`config.mk`:
```
export PLATFORM = sky130hd
export DESIGN_NAME = multi_rate_counter_flat
export DESIGN_NICKNAME = d
export VERILOG_FILES = /design/src/rtl/multi_rate_counter_if.sv /design/src/rtl/multi_rate_counter.sv /design/src/flat_wrapper.sv
export SDC_FILE = /design/constraint.sdc
export NUM_CORES = 1
export LEC_CHECK = 0
export BUFFER_PORTS_ARGS = -buffer_cell sky130_fd_sc_hd__buf_4
export CAP_MARGIN = 20
export CORE_ASPECT_RATIO = 0.6
export CORE_MARGIN = 3
export CORE_UTILIZATION = 55
export DETAILED_ROUTE_END_ITERATION = 7
export HOLD_SLACK_MARGIN = 0.02
export MAX_ROUTING_LAYER = met4
export PLACE_DENSITY = 0.75
export SLEW_MARGIN = 20
export SYNTH_ARGS = -nofsm -noshare
export SYNTH_HDL_FRONTEND = slang
export SYNTH_SLANG_ARGS = --single-unit
```
`constraint.sdc`:
```
create_clock -name clock -period 4.3 [get_ports clock]
set_clock_uncertainty 0.15 [all_clocks]
set_input_delay 0.43 -clock clock [delete_from_list [all_inputs] [get_ports clock]]
set_output_delay 0.43 -clock clock [all_outputs]
set_load 0.01 [all_outputs]
```
`src/rtl/multi_rate_counter_if.sv`:
```
// multi_rate_counter_if: control, configuration and status bus of multi_rate_counter
//   clock_enable                                  global advance strobe
//   cfg_wr, cfg_ch, cfg_div, cfg_limit, cfg_oneshot  per-channel config write
//   start, clear                                  per-channel control pulses
//   count, tick, wrap, busy                       per-channel registered status
interface multi_rate_counter_if #(
    parameter int NUM_CH = 4,
    parameter int WIDTH  = 12,
    parameter int PRE_W  = 8,
    parameter int CH_W   = (NUM_CH > 1) ? $clog2(NUM_CH) : 1
);
    logic                    clock_enable;
    logic                    cfg_wr;
    logic [CH_W-1:0]         cfg_ch;
    logic [PRE_W-1:0]        cfg_div;
    logic [WIDTH-1:0]        cfg_limit;
    logic                    cfg_oneshot;
    logic [NUM_CH-1:0]       start;
    logic [NUM_CH-1:0]       clear;
    logic [NUM_CH*WIDTH-1:0] count;
    logic [NUM_CH-1:0]       tick;
    logic [NUM_CH-1:0]       wrap;
    logic [NUM_CH-1:0]       busy;

    modport master (
        output clock_enable, cfg_wr, cfg_ch, cfg_div, cfg_limit, cfg_oneshot, start, clear,
        input  count, tick, wrap, busy
    );
    modport slave (
        input  clock_enable, cfg_wr, cfg_ch, cfg_div, cfg_limit, cfg_oneshot, start, clear,
        output count, tick, wrap, busy
    );
endinterface

```
`src/rtl/multi_rate_counter.sv`:
```
// multi_rate_counter: NUM_CH prescaled counters with programmable divide, limit and wrap/one-shot mode
//   clock    system clock
//   reset_n  synchronous, active-low reset
//   bus      multi_rate_counter_if slave: clock_enable, cfg_*, start, clear in; count, tick, wrap, busy out
module multi_rate_counter #(
    parameter int NUM_CH      = 4,
    parameter int WIDTH       = 12,
    parameter int PRE_W       = 8,
    parameter int DEFAULT_DIV = 1
) (
    input logic                 clock,
    input logic                 reset_n,
    multi_rate_counter_if.slave bus
);
    typedef enum logic [1:0] {IDLE, RUN, DONE} state_t;

    for (genvar i = 0; i < NUM_CH; i++) begin : g_ch
        state_t           state_q, state_d;
        logic [PRE_W-1:0] pre_q, pre_d, div_q, div_d, div_m1;
        logic [WIDTH-1:0] cnt_q, cnt_d, lim_q, lim_d;
        logic             os_q, os_d, tick_q, tick_d, wrap_q, wrap_d;
        logic             hit, step, at_lim;

        always_ff @(posedge clock) begin
            if (!reset_n) begin
                state_q <= IDLE;
                pre_q   <= '0;
                cnt_q   <= '0;
                div_q   <= PRE_W'(DEFAULT_DIV);
                lim_q   <= '1;
                os_q    <= 1'b0;
                tick_q  <= 1'b0;
                wrap_q  <= 1'b0;
            end else begin
                state_q <= state_d;
                pre_q   <= pre_d;
                cnt_q   <= cnt_d;
                div_q   <= div_d;
                lim_q   <= lim_d;
                os_q    <= os_d;
                tick_q  <= tick_d;
                wrap_q  <= wrap_d;
            end
        end

        assign hit    = bus.cfg_wr && (int'(bus.cfg_ch) == i);
        assign div_m1 = (div_q == '0) ? '0 : div_q - 1'b1;
        // >= rather than == so a divide factor lowered below the running prescale fires next step
        assign step   = (state_q == RUN) && bus.clock_enable && (pre_q >= div_m1);
        assign at_lim = cnt_q >= lim_q;

        always_comb begin
            div_d   = hit ? bus.cfg_div : div_q;
            lim_d   = hit ? bus.cfg_limit : lim_q;
            os_d    = hit ? bus.cfg_oneshot : os_q;
            state_d = state_q;
            pre_d   = pre_q;
            cnt_d   = cnt_q;
            tick_d  = 1'b0;
            wrap_d  = 1'b0;
            if (bus.clear[i]) begin
                state_d = IDLE;
                pre_d   = '0;
                cnt_d   = '0;
            end else if (bus.start[i]) begin
                state_d = RUN;
                pre_d   = '0;
                cnt_d   = '0;
            end else if (step) begin
                pre_d   = '0;
                tick_d  = 1'b1;
                wrap_d  = at_lim;
                cnt_d   = at_lim ? (os_q ? cnt_q : '0) : cnt_q + 1'b1;
                state_d = (at_lim && os_q) ? DONE : RUN;
            end else if (state_q == RUN && bus.clock_enable) begin
                pre_d   = pre_q + 1'b1;
            end
        end

        assign bus.count[i*WIDTH +: WIDTH] = cnt_q;
        assign bus.tick[i] = tick_q;
        assign bus.wrap[i] = wrap_q;
        assign bus.busy[i] = state_q == RUN;
    end
endmodule

```
`src/flat_wrapper.sv`:
```
// flat-port wrapper written by rule: the top's interface ports become plain ports
module multi_rate_counter_flat 
#(
    parameter int NUM_CH      = 4,
    parameter int WIDTH       = 12,
    parameter int PRE_W       = 8,
    parameter int DEFAULT_DIV = 1
)
  (clock, reset_n, bus_clock_enable, bus_cfg_wr, bus_cfg_ch, bus_cfg_div, bus_cfg_limit, bus_cfg_oneshot, bus_start, bus_clear, bus_count, bus_tick, bus_wrap, bus_busy);
  multi_rate_counter_if #(.NUM_CH(NUM_CH), .WIDTH(WIDTH), .PRE_W(PRE_W)) bus_i ();
  input logic clock;
  input logic reset_n;
  input wire logic [$bits(bus_i.clock_enable)-1:0] bus_clock_enable;
  input wire logic [$bits(bus_i.cfg_wr)-1:0] bus_cfg_wr;
  input wire logic [$bits(bus_i.cfg_ch)-1:0] bus_cfg_ch;
  input wire logic [$bits(bus_i.cfg_div)-1:0] bus_cfg_div;
  input wire logic [$bits(bus_i.cfg_limit)-1:0] bus_cfg_limit;
  input wire logic [$bits(bus_i.cfg_oneshot)-1:0] bus_cfg_oneshot;
  input wire logic [$bits(bus_i.start)-1:0] bus_start;
  input wire logic [$bits(bus_i.clear)-1:0] bus_clear;
  output wire logic [$bits(bus_i.count)-1:0] bus_count;
  output wire logic [$bits(bus_i.tick)-1:0] bus_tick;
  output wire logic [$bits(bus_i.wrap)-1:0] bus_wrap;
  output wire logic [$bits(bus_i.busy)-1:0] bus_busy;
  assign bus_i.clock_enable = bus_clock_enable;
  assign bus_i.cfg_wr = bus_cfg_wr;
  assign bus_i.cfg_ch = bus_cfg_ch;
  assign bus_i.cfg_div = bus_cfg_div;
  assign bus_i.cfg_limit = bus_cfg_limit;
  assign bus_i.cfg_oneshot = bus_cfg_oneshot;
  assign bus_i.start = bus_start;
  assign bus_i.clear = bus_clear;
  assign bus_count = bus_i.count;
  assign bus_tick = bus_i.tick;
  assign bus_wrap = bus_i.wrap;
  assign bus_busy = bus_i.busy;
  multi_rate_counter #(.NUM_CH(NUM_CH), .WIDTH(WIDTH), .PRE_W(PRE_W), .DEFAULT_DIV(DEFAULT_DIV)) u_core (.clock(clock), .reset_n(reset_n), .bus(bus_i));
endmodule
```
## Word level (Yosys, flattened, before mapping)

Index checks and enable logic that the tools add are counted.

| word-level totals | value |
|---|---|
| register bits | 180 |
| output and inout bits | 60 |
| logic and storage cells | 145 |

| cells by class | value |
|---|---|
| add/subtract/negate cells | 12 |
| magnitude comparators | 8 |
| equal/unequal tests | 11 |
| muxes and demuxes | 28 |
| bitwise gates (word level) | 5 |
| reduce and logical (&&, ||, !) cells | 45 |

Operator list:

| kind | number |
|---|---|
| $mux 12 | 8 |
| $add 12x1->12 const B | 4 |
| $ge 12x12->1 | 4 |
| $add 8x1->8 const B | 4 |
| $ge 8x8->1 | 4 |
| $logic_not 8->1 | 4 |
| $mux 8 | 4 |
| $reduce_or 4->1 | 8 |
| $sub 8x1->8 const B | 4 |
| $logic_and 1x1->1 | 16 |
| $mux 1 | 12 |
| $reduce_or 3->1 | 4 |
| $eq 2x1->1 const B | 5 |
| $mux 2 | 4 |
| $ne 2x2->1 const B | 4 |
| $reduce_and 2->1 | 4 |
| $reduce_bool 2->1 | 4 |
| $reduce_or 2->1 | 4 |
| $not 1->1 | 5 |
| $eq 2x2->1 const B | 2 |
| $logic_not 2->1 | 1 |

## Depth between registers and ports, before layout

Gate-level depths: netlist of the first run.

| depth | value |
|---|---|
| depth in word-level cells | 6 |
| depth in mapped cells | 14 |

## Least setup slack after synthesis of the first run

No wires, ideal clock.

| path | value |
|---|---|
| path kind | register -> register |
| start point | reg u_core.g_ch[2].div_q[0] |
| end point | reg u_core.g_ch[2].cnt_q[6] |
| library setup time | 103 ps |
| arrival | 2956 ps |
| data required time | 4047 ps |
| path slack | 1091 ps |
| cell stages (with the launch flop) | 14 |
| path buffers | 0 |
| clock period less this slack | 3209 ps |
| path through | dfxtp_1 inv_1 ha_1 nor2b_1 nand3b_1 or3_1 and2_1 ha_1 nand2b_1 a2111oi_0 o31a_1 nor2_1 and3_1 a2111oi_2 |

| on the way | value |
|---|---|
| cells in the longest elaborated chain, start to end | 5 |
| elaborated cells on any way between the ends | 6 |
| classes of those cells | add/sub (1); order compare (1); mux (1); reduce/logical (3) |

Ends and longest elaborated chain:

| element | RTL line | text |
|---|---|---|
| start: declaration | multi_rate_counter.sv:19 | `logic [PRE_W-1:0] pre_q, pre_d, div_q, div_d, div_m1;` |
| start signal: assignment | multi_rate_counter.sv:29 | `div_q <= PRE_W'(DEFAULT_DIV);` |
| start signal: assignment | multi_rate_counter.sv:38 | `div_q <= div_d;` |
| $sub 8x1->8 or $logic_not 8->1 (tied branches) | multi_rate_counter.sv:47 | `assign div_m1 = (div_q == '0) ? '0 : div_q - 1'b1;` |
| $mux 8 (*) | multi_rate_counter.sv:47 |  |
| $ge 8x8->1 (*) | multi_rate_counter.sv:49 | `assign step = (state_q == RUN) && bus.clock_enable && (pre_q >= div_m1);` |
| $logic_and 1x1->1 (*) | multi_rate_counter.sv:49 |  |
| $reduce_and 2->1 (no source line) (*) | n/a |  |
| end signal: assignment | multi_rate_counter.sv:37 | `cnt_q <= cnt_d;` |
| end: declaration | multi_rate_counter.sv:20 | `logic [WIDTH-1:0] cnt_q, cnt_d, lim_q, lim_d;` |

Every way passes the cells marked *; elsewhere a longest branch is shown, timed or not.
A chain may end at the register's enable or synchronous reset.

## Final worst setup path of the first run

Same ends and word-level chain as after synthesis.

==> results of run 1 <==
## sequential cells by signal, summed over array words and instances (netlist names)
signal / count
u_core.g_ch.state_q: 8
u_core.g_ch.pre_q: 32
u_core.g_ch.div_q: 32
u_core.g_ch.lim_q: 48
u_core.g_ch.os_q: 4
u_core.g_ch.cnt_q: 48
u_core.g_ch.tick_q: 4
u_core.g_ch.wrap_q: 4
## metal layers
metal,wire length (um),track usage (%)
met3,2180,4.36
met5,0,-
met4,225,5.67
met1,12400,39.1
met2,10200,35.5
## logic make-up (layout without fill, tap and decap cells)
| kind of cell | count (synthesis) | count (layout) | share of synthesized area, % |
|---|---|---|---|
| xor gates and xnor gates | 40 | 40 | 3.49 |
| muxes | 5 | 5 | 0.511 |
| DFF | 180 | 180 | 35.9 |
| AOI/OAI and AO/OA | 277 | 277 | 19.3 |
| and+or+nand+nor | 495 | 495 | 23.5 |
| buffers and inverters | 141 | 219 | 5.87 |
| adders and majority gates | 92 | 92 | 11.5 |
## cells in the mapped netlist, types with 9 or more instances
cell type	instances	area share, %
nand2_1	209	7.8
dfxtp_1	180	36
ha_1	92	11
inv_1	86	3.2
nor2_1	76	2.8
o211ai_1	62	4.6
nand3_1	45	2.2
o21ai_0	37	1.8
clkbuf_1	36	1.3
a21boi_0	32	2.4
a21oi_1	32	1.6
and3_1	29	1.8
a31oi_1	27	1.7
xor2_1	27	2.4
nor3_1	25	1.2
nand4_1	24	1.5
nand2b_1	18	1.1
and2_1	17	1.1
a21o_1	13	0.97
o21a_1	13	0.97
xnor2_1	13	1.1
nor2b_1	12	0.75
a2111oi_0	11	0.96
buf_4	10	0.75
a221o_1	9	0.90
## placed cells by master, fill, tap and decap left out, types with 25 or more instances in the layout
cell,netlist,layout
a21boi_0,32,32
a21oi_1,32,32
a31oi_1,27,27
and3_1,29,28
buf_4,10,101
dfxtp_1,180,180
ha_1,92,92
inv_1,86,86
nand2_1,209,209
nand3_1,45,45
nor2_1,76,74
nor3_1,25,25
o211ai_1,62,62
o21ai_0,37,37
xor2_1,27,27
## area by class of cell
| cell class | count | area (um^2) | area share, % |
|---|---|---|---|
| clock buffers | 21 | 450 | 3.94 |
| clock inverters | 11 | 126 | 1.11 |
| inverters | 86 | 323 | 2.83 |
| multi-input cells | 909 | 5870 | 51.4 |
| flip-flops and latches | 180 | 3600 | 31.5 |
| well taps | 234 | 293 | 2.56 |
| repair buffers | 101 | 758 | 6.64 |
## through the flow
step | total power (uW) | cells | cell area (um^2) | setup slack (ps) | util (%)
finish | 3590 | 1542 | 11400 | 560 | 65.3
global route | 3730 | 1542 | 11400 | 269 | 65.3
CTS | 3610 | 1542 | 11400 | 273 | 65.2
detailed placement | 2070 | 1510 | 10800 | 326 | 61.9
global placement | 2060 | 1510 | 10800 | 496 | 61.9
floorplan | 1960 | 1230 | 10000 | 1090 | -
## power by group through the flow
stage / sequential, uW / clock, uW / combinational, uW
floorplan: 1760 / 0 / 206
detailed placement: 1760 / 0 / 307
global placement: 1760 / 0 / 298
finish: 1720 / 1560 / 314
global route: 1730 / 1650 / 351
CTS: 1720 / 1580 / 310
## worst max-delay path: stages, from the launching register on
cell	delay, ps
dfxtp_1	310
inv_1	90
ha_1	160
nor2b_1	260
nand3b_1	170
or3_1	430
and2_1	200
ha_1	270
nand2b_1	100
a2111oi_0	90
o31a_1	340
nor2_2	490
o211ai_1	200
a2111oi_2	380
## final timing paths
path / from / end / slack (ps) / cells after the start
worst max-delay path: u_core.g_ch[2].div_q[0] / u_core.g_ch[2].cnt_q[6] / 560 / 13
worst min-delay path: bus_start[0] / u_core.g_ch[0].state_q[0] / 70 / 3
worst max register to register: u_core.g_ch[2].div_q[0] / u_core.g_ch[2].cnt_q[6] / 560 / 13
worst min register to register: u_core.g_ch[0].state_q[0] / u_core.g_ch[0].state_q[0] / 310 / 2
==> metrics, run 1 <==
Worst setup SP type register; Fmax achieved 267 MHz; Die ar. 20000 um^2; Async S/R FF share, synth 0%; Fin Hold WS 68.6 ps; H-Tree Depth 4; Yosys cell types 64; HPWL Detailed 18.2 mm; fill cell count 1503; Gate power share 8.7%; global route overflow 0; leakage power 0.00505 uW; status completed; clock buffer count from CTS 17; Syn Area/Cell 8.17 um^2; clock-pin slew on the worst setup and hold paths 70 ps; cell internal pwr 2700 uW; layout cells sized above 1 11.4%; Post-Route Setup TNS 0 ps; drt initial violations 894; sw frac 24.9%; Rel. slew slack 50.0%; crit-path max FO 16; post-layout minimum cycle time 3740 ps; Sequential Power Share 48.0%; hold buffers post-CTS 0; drt drc 0; PD cells 315 nW/um^2; GP Congestion 0.842; GRT Util Overall 25.7%; Max-Cap Viols 0; Crit path arrival time 3910 ps; Core ar. 17500 um^2; clock root buffer master clkbuf_16; Worst EP required 4470 ps; CTS sink cnt 180; die height 111 um; clk buf depth 2; DR vias 8990; Syn. warnings 0; #FFs+latches synth 180; Post-DRT Antenna Nets 0; final hold viol count 0; Crit Path Class reg2reg; PortBufs 94; endpoint type of the worst setup path register; final period utilization 87.0%; Syn Std Cell Area 10000 um^2; final WL 25.0 mm; maximum VDD drop 0.321 mV; vias per inst 5.83; number of synthesized flops with an enable pin 0; post-synthesis sequential area ratio 35.9%; fin. max-slew vios 0; initial antenna violation count 2; IO Pins 95; CTS-repair resized insts 0; CTS tree yes; Slew @ Worst Pin 747 ps; syn_nets 1357; drt pass-1 iters 5; # nets final 1422; clock latency on the worst-skew pair 430 ps; NetSw 894 uW; DR WL/cell 16.2 um; RSZ-0062 raised after global routing no; worst hold path type in2reg; Synth Instances 1230; pin count of the biggest net entering global routing 62; # rows 37; vias in the first global route 8135; # diodes 0; initial core utilization 57.4%; Setup Fix Bufs, Post-CTS 0; Clock Power Share 43.3%; setup violators final 0; ys flop type dfxtp_1; Die X-Extent 180 um; Synth-to-Final Area Change 13.7%; first-pass GRT wire length 41.3 mm
No activity file was read; power rests on OpenSTA's default activity.
==> run 2, diff against run 1 <==
--- a/config.mk
+++ b/config.mk
@@ -5,15 +5,16 @@
 export SDC_FILE = /design/constraint.sdc
 export NUM_CORES = 1
 export LEC_CHECK = 0
+export ABC_CLOCK_PERIOD_IN_PS = 4300
 export BUFFER_PORTS_ARGS = -buffer_cell sky130_fd_sc_hd__buf_4
 export CAP_MARGIN = 20
 export CORE_ASPECT_RATIO = 0.6
 export CORE_MARGIN = 3
-export CORE_UTILIZATION = 55
+export CORE_UTILIZATION = 60
 export DETAILED_ROUTE_END_ITERATION = 7
 export HOLD_SLACK_MARGIN = 0.02
 export MAX_ROUTING_LAYER = met4
-export PLACE_DENSITY = 0.75
+export PLACE_DENSITY = 0.81
 export SLEW_MARGIN = 20
 export SYNTH_ARGS = -nofsm -noshare
 export SYNTH_HDL_FRONTEND = slang
==> run 2 against run 1 <==
Against the previous run: cell count decreased by 0.84%; wire length about the same; utilization increased by 6.6 points; non-clock buffer count unchanged; clock-buffer cell count decreased by 1; critical path depth increased by 1; register-to-register slack improved by 90 ps; sequential share of layout area increased by 0.062 points; die area decreased by 8.0%; total power decreased by 0.48%.
==> metrics, run 2 (same netlist as run 1, synthesis figures left out) <==
cell count along the critical path 14 (was 13); # diodes 0 (unchanged); Synth-to-Final Area Change 13.5% (was 13.7%); setup violators final 0 (unchanged); Max-Cap Viols 0 (unchanged); Final Core Density 71.9% (was 65.3%); maximum VDD drop 0.262 mV (was 0.321 mV); post-layout minimum cycle time 3650 ps (was 3740 ps); PD cells 314 nW/um^2 (was 315 nW/um^2); DP Worst Slack 680 ps (was 326 ps); CTS-repair resized insts 0 (unchanged); first-pass GRT wire length 41.4 mm (was 41.3 mm); pin count of the biggest net entering global routing 60 (was 62); Die ar. 18400 um^2 (was 20000 um^2); # nets final 1422 (unchanged); Die X-Extent 173 um (was 180 um); clock-pin slew on the worst setup and hold paths 70 ps (about the same); initial antenna violation count 0 (was 2); vias in the first global route 8385 (was 8135); fin. max-slew vios 0 (unchanged); final hold viol count 0 (unchanged); die height 106 um (was 111 um); worst hold path type in2reg (unchanged); DR WL/cell 16.3 um (was 16.2 um); CP Capture Point u_core.g_ch[2].cnt_q[11] (was u_core.g_ch[2].cnt_q[6]); vias per inst 5.92 (was 5.83); leakage power 0.00503 uW (was 0.00505 uW); final period utilization 84.8% (was 87.0%); depth of the worst register-to-register path 14 (was 13); clock root buffer master clkbuf_16 (unchanged); final WL 25.0 mm (about the same); status completed (unchanged); initial core utilization 63.4% (was 57.4%); Post-DRT Antenna Nets 0 (unchanged); clk buf depth 2 (unchanged); biggest regs u_core.g_ch.cnt_q x48, u_core.g_ch.lim_q x48 (unchanged); Slew @ Worst Pin 783 ps (was 747 ps); cell chain of the critical path inv_1, ha_1, nor2b_1, nand3b_1, or3_1, and2_1, ha_1, nand2b_1, a2111oi_0, o31a_1, nor2_1, a21boi_1, buf_4, o211ai_1 (was inv_1, ha_1, nor2b_1, nand3b_1, or3_1, and2_1, ha_1, nand2b_1, a2111oi_0, o31a_1, nor2_2, o211ai_1, a2111oi_2); worst setup margin 653 ps (was 560 ps); Worst EP required 4450 ps (was 4470 ps); Core ar. 15900 um^2 (was 17500 um^2); CP max stage cell a21boi_1 (was nor2_2); crit-path max FO 7 (was 16); clock latency on the worst-skew pair 420 ps (was 430 ps); Post-Route Setup TNS 0 ps (unchanged); H-Tree Depth 4 (unchanged); Largest delay share family, worst path simple AND/OR/NAND/NOR gates (unchanged); Critical path buffers and inverters 2 (was 1); Crit Path Class reg2reg (unchanged); # rows 35 (was 37); drt initial violations 793 (was 894); clock buffer count from CTS 17 (unchanged); slowest stage delay, CP 420 ps (was 490 ps); PortBufs 94 (unchanged); Crit path arrival time 3800 ps (was 3910 ps); CTS sink cnt 180 (unchanged); r2r endpoint u_core.g_ch[2].cnt_q[11] (was u_core.g_ch[2].cnt_q[6]); endpoint type of the worst setup path register (unchanged); worst reg2reg setup slack 650 ps (was 560 ps); most frequent cells in the layout nand2_1 (209), dfxtp_1 (180), buf_4 (101) (unchanged); R2R Path Start u_core.g_ch[2].div_q[0] (unchanged); Rel. slew slack 47.6% (was 50.0%); crit path from u_core.g_ch[2].div_q[0] (unchanged); Worst setup SP type register (unchanged); drt drc 0 (unchanged); layout cells sized above 1 11.4% (about the same); area of placed instances 10800 um^2 (about the same); CP most frequent cell ha_1 (unchanged); Setup Fix Bufs, Post-CTS 0 (unchanged); hold buffers post-CTS 0 (unchanged); global route overflow 0 (unchanged); IO Pins 95 (unchanged); RSZ-0062 raised after global routing no (unchanged); Fmax achieved 274 MHz (was 267 MHz); DR vias 9048 (was 8990); HPWL Detailed 18.1 mm (was 18.2 mm); GRT Util Overall 28.0% (was 25.7%); total power 3580 uW (was 3590 uW); most common cell after layout, fill and taps aside nand2_1 (unchanged); GP Congestion 0.925 (was 0.842); drt pass-1 iters 6 (was 5); CTS tree yes (unchanged); Final Cell Area 11400 um^2 (about the same)
## run 2: worst min path at each step
stage                                    from                         to  slack, ps  cells after the start
floorplan           u_core.g_ch[0].state_q[0]  u_core.g_ch[0].state_q[0]        280                      2
global placement    u_core.g_ch[0].state_q[0]  u_core.g_ch[0].state_q[0]        290                      2
detailed placement  u_core.g_ch[1].state_q[0]  u_core.g_ch[1].state_q[0]        310                      2
CTS                              bus_start[1]  u_core.g_ch[1].state_q[0]         60                      3
global route                     bus_start[1]  u_core.g_ch[1].state_q[0]         80                      3
finish                           bus_start[1]  u_core.g_ch[1].state_q[0]         70                      3
## run 2: area by class of cell
type | instances | area (um^2)
Clock buffer | 20 | 457
Clock inverter | 11 | 115
Fill cell | 1264 | 4450
Inverter | 86 | 323
Multi-Input combinational cell | 909 | 5870
Sequential cell | 180 | 3600
Tap cell | 222 | 278
Timing Repair Buffer | 101 | 758
## run 2: through the flow
step / cells / hold slack [ps]
finish: 1529 / 73.6
global route: 1529 / 77.3
CTS: 1529 / 60.9
detailed placement: 1498 / 310
global placement: 1498 / 292
floorplan: 1230 / 281
## run 2: power breakdown
group | internal [uW] | total, uW | switching (uW)
combinational | 119 | 315 | 196
sequential | 1700 | 1720 | 21.2
clock | 839 | 1540 | 698
## run 2: per-layer routing
layer  wire length (um)  part of all wire [%]  global-route usage, %
met5                  0                     0                      -
met4                425                   1.7                   6.99
met3               2180                   8.7                   6.64
met2              10500                    42                   41.7
met1              11900                    47                   38.6
## run 2: worst reg2reg max path, cell delays in order, from the launching register on
cell	delay [ps]
dfxtp_1	310
inv_1	90
ha_1	170
nor2b_1	250
nand3b_1	150
or3_1	410
and2_1	200
ha_1	260
nand2b_1	90
a2111oi_0	80
o31a_1	330
nor2_1	300
a21boi_1	420
buf_4	230
o211ai_1	100
==> run 3, diff against run 2 <==
--- a/config.mk
+++ b/config.mk
@@ -5,16 +5,16 @@
 export SDC_FILE = /design/constraint.sdc
 export NUM_CORES = 1
 export LEC_CHECK = 0
-export ABC_CLOCK_PERIOD_IN_PS = 4300
+export ABC_CLOCK_PERIOD_IN_PS = 3300
 export BUFFER_PORTS_ARGS = -buffer_cell sky130_fd_sc_hd__buf_4
 export CAP_MARGIN = 20
 export CORE_ASPECT_RATIO = 0.6
 export CORE_MARGIN = 3
-export CORE_UTILIZATION = 60
+export CORE_UTILIZATION = 54
 export DETAILED_ROUTE_END_ITERATION = 7
 export HOLD_SLACK_MARGIN = 0.02
 export MAX_ROUTING_LAYER = met4
-export PLACE_DENSITY = 0.81
+export PLACE_DENSITY = 0.77
 export SLEW_MARGIN = 20
 export SYNTH_ARGS = -nofsm -noshare
 export SYNTH_HDL_FRONTEND = slang
==> constraint.sdc (replaced) <==
create_clock -name clock -period 3.3 [get_ports clock]
set_clock_uncertainty 0.15 [all_clocks]
set_input_delay 0.33 -clock clock [delete_from_list [all_inputs] [get_ports clock]]
set_output_delay 0.33 -clock clock [all_outputs]
set_load 0.01 [all_outputs]
==> run 3 against run 2 <==
Against the previous run: cell count is 3.3% higher; clock-buffer cell count stayed put; critical path depth stayed put; worst setup slack worse by 550 ps; cell area is 5.2% higher; non-clock buffer count is 39 higher; combinational power is 50% higher; clock power is 42% higher; global-route usage is 2.4 points lower; first-iteration DRC count is 12% lower; die area is 11% higher; register-to-register slack worse by 550 ps.
==> metrics, run 3 (same netlist as run 1, synthesis figures left out) <==
status completed (unchanged); initial core utilization 56.8% (was 63.4%); pin count of the biggest net entering global routing 34 (was 60); fin. max-slew vios 0 (unchanged); Worst setup SP type register (unchanged); Hold Path Sink u_core.g_ch[1].state_q[0] (unchanged); R2R Path Start u_core.g_ch[2].div_q[1] (was u_core.g_ch[2].div_q[0]); HPWL Detailed 18.4 mm (was 18.1 mm); Crit path arrival time 3380 ps (was 3800 ps); Worst Hold Depth 4 (was 3); worst hold path type in2reg (unchanged); placed instance count 1537 (was 1498); initial antenna violation count 0 (unchanged); die height 112 um (was 106 um); depth of the worst register-to-register path 14 (unchanged); DR WL/cell 16.4 um (was 16.3 um); post-layout minimum cycle time 3200 ps (was 3650 ps); Slew @ Worst Pin 1090 ps (was 783 ps); Post-DRT Antenna Nets 0 (unchanged); # diodes 0 (unchanged); # nets final 1461 (was 1422); clk buf depth 2 (unchanged); PD cells 409 nW/um^2 (was 314 nW/um^2); clock buffer count from CTS 17 (unchanged); CTS tree yes (unchanged); HP Start bus_clear[1] (was bus_start[1]); met3 usage 5.32% (was 6.64%); met1 usage 37.6% (was 38.6%); met2 Usage GRT 36.3% (was 41.7%); DR vias 9217 (was 9048); endpoint type of the worst setup path register (unchanged); drt initial violations 694 (was 793); Worst EP required 3490 ps (was 4450 ps); Rel. slew slack 27.4% (was 47.6%); Post-Route Setup TNS 0 ps (unchanged); drt pass-1 iters 5 (was 6); setup violators final 0 (unchanged); r2r endpoint u_core.g_ch[2].cnt_q[6] (was u_core.g_ch[2].cnt_q[11]); PortBufs 94 (unchanged); first-pass GRT wire length 41.5 mm (was 41.4 mm); Core ar. 17700 um^2 (was 15900 um^2); clock-pin slew on the worst setup and hold paths 70 ps (about the same); clock latency on the worst-skew pair 440 ps (was 420 ps); leakage power 0.00529 uW (was 0.00503 uW); final WL 25.9 mm (was 25.0 mm); vias per inst 5.83 (was 5.92); Synth-to-Final Area Change 19.4% (was 13.5%); global route hottest layer met1 (was met2); final period utilization 96.9% (was 84.8%); # rows 37 (was 35); biggest regs u_core.g_ch.cnt_q x48, u_core.g_ch.lim_q x48 (unchanged); H-Tree Depth 4 (unchanged); Max-Cap Viols 0 (unchanged); fill cell count 1452 (was 1264); final hold viol count 0 (unchanged); most frequent cells in the layout nand2_1 (208), dfxtp_1 (178), buf_4 (133) (was nand2_1 (209), dfxtp_1 (180), buf_4 (101)); Fmax achieved 313 MHz (was 274 MHz); drt drc 0 (unchanged); Crit Path Class reg2reg (unchanged); vias in the first global route 8251 (was 8385); clock root buffer master clkbuf_16 (unchanged); crit-path max FO 6 (was 7); Die X-Extent 182 um (was 173 um); worst reg2reg setup slack 100 ps (was 650 ps); IO Pins 95 (unchanged); most common cell after layout, fill and taps aside nand2_1 (unchanged); GRT Util Overall 25.6% (was 28.0%); GP Congestion 0.886 (was 0.925); maximum VDD drop 0.397 mV (was 0.262 mV); global route overflow 0 (unchanged); Post-Layout Cell Count 1580 (was 1529); Die ar. 20300 um^2 (was 18400 um^2); layout cells sized above 1 16.1% (was 11.4%); CTS sink cnt 180 (unchanged)
-- run 3: cell count changes in the layout (fill, tap and decap cells not counted), sizes merged --
cell	previous run	this run
dlygate4sd3	0	6
buf	101	134
clkinvlp	4	2
inv	91	89
clkinv	1	2
bufinv	1	4
-- run 3: worst max-delay path by stage --
| stage | startpoint | to | slack, ps | cells after the start |
|---|---|---|---|---|
| floorplan | u_core.g_ch[2].div_q[0] | u_core.g_ch[2].cnt_q[6] | 90 | 13 |
| global placement | u_core.g_ch[2].div_q[0] | u_core.g_ch[2].cnt_q[9] | 40 | 13 |
| detailed placement | u_core.g_ch[2].div_q[0] | u_core.g_ch[2].cnt_q[5] | -140 | 14 |
| CTS | u_core.g_ch[1].div_q[1] | u_core.g_ch[1].cnt_q[9] | 40 | 14 |
| global route | u_core.g_ch[2].div_q[1] | u_core.g_ch[2].cnt_q[6] | -20 | 15 |
| finish | u_core.g_ch[2].div_q[1] | u_core.g_ch[2].cnt_q[6] | 100 | 14 |
-- run 3: repair_timing --
action	in CTS	in global routing
hold endpoints to repair	6	0
pin swaps	2	12
hold buffers	6	0
buffers inserted	0	6
gates resized for setup	7	45
endpoints found under the setup margin	25	67
-- run 3: layer usage --
metal	wire length, um	vias up
met5	0	-
met4	274	0
met3	2030	20
met2	11200	295
met1	12400	4347
li1	-	4555
-- run 3: critical path: stages (launching register included) --
cell	delay, ps
dfxtp_2	330
inv_2	60
ha_4	130
nor2b_4	150
nand3b_1	110
or3_4	400
and2_4	150
ha_4	200
nand2b_4	140
a2111oi_4	340
o31a_1	240
nor2_2	80
buf_6	150
and3_4	180
a2111oi_4	290
-- run 3: area by class of cell --
class                           instances  area (um^2)  share of cell area (%)
Multi-Input combinational cell        909         6080                    50.7
Timing Repair Buffer                  140         1070                    8.92
Inverter                               86          323                    2.69
Clock inverter                         11          175                    1.46
Tap cell                              234          293                    2.44
Clock buffer                           20          447                    3.72
Sequential cell                       180         3610                    30.1
-- run 3: power breakdown --
group	internal, uW	switching, uW
Clock	1290	888
Combinational	196	277
Sequential	2220	27.2
-- run 3: per-stage QoR --
stage	utilization, %	setup WS (ps)	hold WS, ps	area (um^2)	power, uW
2_1_floorplan	-	90.7	281	10000	2560
5_1_grt	67.8	-20.9	43.8	12000	5070
6_report	67.8	104	31.4	12000	4900
4_1_cts	66.4	36.9	20.8	11700	4870
3_5_place_dp	62.4	-138	312	11000	2720
3_3_place_gp	62.4	44.0	291	11000	2700
